**src/rtl/sequence_detector_1011.sv**
```systemverilog
// Overlapping Moore detector for the serial pattern 1-0-1-1 with a registered one-cycle flag.
// Optional saturating detection counter is compiled in with `define SEQ_DET_COUNT_EN.
module sequence_detector_1011 #(
  parameter int CNT_W = 8
) (
  input  logic             clock,
  input  logic             reset,
  input  logic             sequence_in,
  output logic             detector_out,
  output logic [CNT_W-1:0] detect_count
);

  typedef enum logic [2:0] {
    ZERO  = 3'd0,
    S1    = 3'd1,
    S10   = 3'd2,
    S101  = 3'd3,
    S1011 = 3'd4
  } state_e;

  state_e state_q;
  state_e state_d;
  logic   detector_out_q;
  logic   detector_out_d;

  // Next-state logic; unused encodings fall back to ZERO.
  always_comb begin
    state_d = ZERO;
    case (state_q)
      ZERO: begin
        if (sequence_in) state_d = S1;
        else             state_d = ZERO;
      end
      S1: begin
        if (sequence_in) state_d = S1;
        else             state_d = S10;
      end
      S10: begin
        if (sequence_in) state_d = S101;
        else             state_d = ZERO;
      end
      S101: begin
        if (sequence_in) state_d = S1011;
        else             state_d = S10;
      end
      S1011: begin
        // The trailing 1 of a match seeds the next one.
        if (sequence_in) state_d = S1;
        else             state_d = S10;
      end
      default: state_d = ZERO;
    endcase
    detector_out_d = (state_d == S1011);
  end

  // FSM state register; the flag is registered alongside it so it equals (state_q == S1011).
  always_ff @(posedge clock or negedge reset) begin
    if (!reset) begin
      state_q        <= ZERO;
      detector_out_q <= 1'b0;
    end else begin
      state_q        <= state_d;
      detector_out_q <= detector_out_d;
    end
  end

  assign detector_out = detector_out_q;

`ifdef SEQ_DET_COUNT_EN
  logic [CNT_W-1:0] detect_count_q;
  logic [CNT_W-1:0] detect_count_d;

  // Saturating increment on every edge that enters S1011.
  always_comb begin
    detect_count_d = detect_count_q;
    if (detector_out_d && (detect_count_q != {CNT_W{1'b1}})) begin
      detect_count_d = detect_count_q + {{(CNT_W-1){1'b0}}, 1'b1};
    end else begin
      detect_count_d = detect_count_q;
    end
  end

  // Counter register, cleared only by reset.
  always_ff @(posedge clock or negedge reset) begin
    if (!reset) begin
      detect_count_q <= {CNT_W{1'b0}};
    end else begin
      detect_count_q <= detect_count_d;
    end
  end

  assign detect_count = detect_count_q;
`else
  assign detect_count = {CNT_W{1'b0}};
`endif

endmodule

```
**config.mk**
```make
export PLATFORM = sky130hd
export DESIGN_NAME = sequence_detector_1011
export DESIGN_NICKNAME = d
export VERILOG_FILES = /design/src/rtl/sequence_detector_1011.sv
export SDC_FILE = /design/constraint.sdc
export NUM_CORES = 1
export LEC_CHECK = 0
export ABC_AREA = 1
export CORE_AREA = 2 2 39 41
export CTS_CLUSTER_SIZE = 12
export DETAILED_ROUTE_END_ITERATION = 8
export DIE_AREA = 0 0 41 43
export DONT_BUFFER_PORTS = 1
export SYNTH_ARGS = -nofsm -noshare
export SYNTH_HDL_FRONTEND = slang
export SYNTH_SLANG_ARGS = --single-unit
```
**constraint.sdc**
```tcl
create_clock -name clock -period 0.9 [get_ports clock]
set_clock_uncertainty 0.05 [all_clocks]
set_input_delay 0.18 -clock clock [delete_from_list [all_inputs] [get_ports clock]]
set_output_delay 0.18 -clock clock [all_outputs]
set_load 0.01 [all_outputs]
```
Yosys cells after proc, flatten, opt, wreduce, memory -nomap -nowiden:

Cells that the tools add are included.

* input bits: 3
* word-level logic and storage cells: 14
* output and inout port bits: 9
* bits in registers: 4

* equality and inequality tests: 5
* mux-type cells: 5
* reductions and logical operators: 2

Operators by type and width (number)
* $pmux W3 S4: 1
* $eq A3 B2 Y1 const B: 2
* $eq A3 B3 Y1 const B: 2
* $mux W2: 2
* $eq A3 B1 Y1 const B: 1
* $logic_not A3 Y1: 1
* $mux W3: 1
* $reduce_or A2 Y1: 1
* $mux W1: 1

Longest topological paths before layout:

* depth after elaboration: 4
* gate-level depth with buffers: 4
* gate-level depth less buffers: 4

Worst setup path before layout:

OpenSTA, ideal clock, no wires.

* path type: register to register
* from: register state_q[0]
* to: register state_q[1]
* data arrival time: 0.665 ns
* library setup time: 0.073 ns
* data required time: 0.777 ns
* period minus slack after synthesis: 0.788 ns
* stages on the path, launching flop included: 3
* buffers on the path: 0
* setup slack: 0.112 ns
* cell sequence: dfrtp_1 > o21a_1 > a21oi_2

* word-level cells in the longest chain between the ends: 3
* elaborated cells on any way between the ends: 7
* those cells by class: 4 x eq/ne; 1 x mux; 2 x reduce/logical

RTL lines
* start: declaration: line 21 `state_e state_q;`
* start signal: assignment: line 62 `state_q <= state_d;`
* $eq A3 B3 Y1 or $eq A3 B1 Y1 (tied branches): line 29 `case (state_q)`
* $reduce_or A2 Y1 (no source line)
* $pmux W3 S4 (*): line 29
* net state_d[1]: line 22 `state_e state_d;`

Mark *: on every way through the listed nets, which the timed path passes. The rest lies on a longest branch.

Worst setup path after layout:

* from: register detector_out_q, in the netlist detector_out
* to: output detector_out

RTL lines
* start: declaration: line 23 `logic detector_out_q;`
* start signal: assignment: line 63 `detector_out_q <= detector_out_d;`
* end: declaration: line 9 `output logic detector_out,`

No word-level cell between the ends.

==> metrics.txt <==
post_cts resized 0; H-Tree Depth 1; Seq pwr share 43.1%; HPWL after DPL 232 µm; setup ws final approximately 0.038 ns; combinational fraction of design power approximately 10%; r2r setup slk approximately 0.050 ns; WL per Instance ~7 µm; DP Worst Slack 0.05941 ns; CP Class reg2out; register area share after synthesis between 40% and 50%; final hold slack 0.01675 ns; final setup violation count 0; Sw Share ~25%; min cycle time layout between 0.8 and 0.9 ns; Placed Instances 41; #FFs+latches synth 4; fin cells between 40 and 50; initial core utilization approximately 16%; multi-input logic area between 80 and 90 µm²; hold path depth 2; pwr dens approximately 2000 nW/µm²; Die Span Y approximately 43 µm; fin util approximately 18%; die width roughly 41 µm; clk sinks 4; Hold Path Class in2reg; leakage power 0.1295 nW; Slew Limit Fails 0; unrepaired setup endpoints after global routing no; syn_area_per_cell 8.662 µm²; commonest non-fill, non-tap cell in the layout conb_1; synthesized area 225.2 µm²; Ant. Diodes 0; maximum vdd ir drop approximately 0.56 mV; Startpoint Class register; TritonCTS clock tree built; clock latency on the worst-skew pair ~0.24 ns; Placed Area roughly 210 µm²; period utilization a little over nine tenths; DRT iter0 DRCs 0; setup TNS 0 ns; Worst setup EP type output pin; initial antenna violation count 0; f_max ~1.2 GHz; Num CTS Buffers 3; Core Rows 14; Post-DRT Antenna Nets 0; vias post-DR between 100 and 150; CP Data Arrival Time ~0.63 ns; GPL Wtd Cong ~0.66; cell count along the critical path 0; fillers ~150; Post-route DRC 0; Tot GR Track Use 4.819%; core area around 1400 µm²; final instance area 244.0 µm²; GR Overflow Total 0; Synth Warn # 0; io pins 12; Root Buffer clkbuf_4; MaxCap Viol Count 0; P_sw about 120 µW; Via density roughly 3.2; largest net degree at the start of global routing 6; global-route wire length before repair roughly 480 µm; Mapped Cells 26; routed wire length a little over 300 µm; number of global-route vias before repair between 100 and 150; port buffer count 0; CP max FO 1; Reg2Reg Depth 2; die footprint 1763 µm²; proportion of layout cells with a drive suffix above 1 between 10% and 20%; Required @ worst endpoint 0.67 ns; Tot Pwr a little under 500 µW; post-layout net count 34; iteration count of the initial detailed-routing pass 1; Setup Buffers After CTS 0; clk slew on worst S/H paths around 0.04 ns; clock power share between 40% and 50%; Final Hold Fails 0; commonest non-fill, non-tap cells in the layout conb_1, nand2_1, dfrtp_1, clkbuf_4; P&R area growth vs syn 8.333%; Register Area 100.1 µm²; Int Pwr roughly 360 µW; CTS Buffer Depth 2; status complete, no violations; Synth cell types 10
[final timing paths]
kind,start,end
setup / recovery,detector_out$_DFF_PN0_,detector_out
hold / removal,sequence_in,state_q[0]$_DFF_PN0_
setup reg to reg,state_q[2]$_DFF_PN0_,state_q[1]$_DFF_PN0_
hold reg to reg,state_q[2]$_DFF_PN0_,detector_out$_DFF_PN0_
max in group asynchronous,reset,state_q[0]$_DFF_PN0_
min in group asynchronous,reset,detector_out$_DFF_PN0_
[cells by family (layout without fill, tap and decap cells)]
family | Yosys count | after routing | synth area share (%)
AO/OA/AOI/OAI | 3 | 3 | 9.444
buffers and inverters | 10 | 6 | 30.00
flip-flops | 4 | 4 | 44.45
other | 1 | 8 | 1.665
AND/OR/NAND/NOR | 8 | 8 | 14.44
[state kept, by name, indices dropped and copies added, names as in the netlist]
register      cells
state_q           3
detector_out      1
[cell type report]
| cell class | instances | area share [%] |
|---|---|---|
| Tap cell | 16 | 8.205 |
| Inverter | 2 | 3.077 |
| Sequential cell | 4 | 41.03 |
| Multi-Input combinational cell | 19 | 34.36 |
| Timing Repair Buffer | 1 | 4.103 |
| Clock buffer | 3 | 9.231 |
[power by group through the flow]
stage | Combinational [mW] | Clock, mW | Sequential [mW]
after floorplan | 0.0645 | 0 | 0.208
after global placement | 0.0413 | 0 | 0.211
after detailed placement | 0.0418 | 0 | 0.210
after CTS | 0.0483 | 0.241 | 0.208
after global routing | 0.0569 | 0.254 | 0.210
final | 0.0484 | 0.226 | 0.208
[cells in the mapped netlist]
master | n | area share [%]
inv_1 | 2 | 3.3
o21ai_1 | 1 | 2.2
buf_4 | 8 | 27
nor3_1 | 2 | 4.4
a21oi_2 | 1 | 3.9
dfrtp_1 | 4 | 44
nand2_1 | 4 | 6.7
o21a_1 | 1 | 3.3
conb_1 | 1 | 1.7
nor2_1 | 2 | 3.3
[routing by layer]
metal	routed length [µm]	GRT usage, %	vias up
li1	-	-	73
met1	120	4.180	62
met2	149	5.313	10
met3	39	6.283	0
met4	0	4.000	0
met5	0	0	-
[timing repair]
item / 4_1_cts / 5_1_grt
endpoints found under the setup margin: 0 / 0
hold endpoints to repair: 4 / 0
hold buffers: 1 / 0
Note: power is estimated with default switching activity, not from simulation.
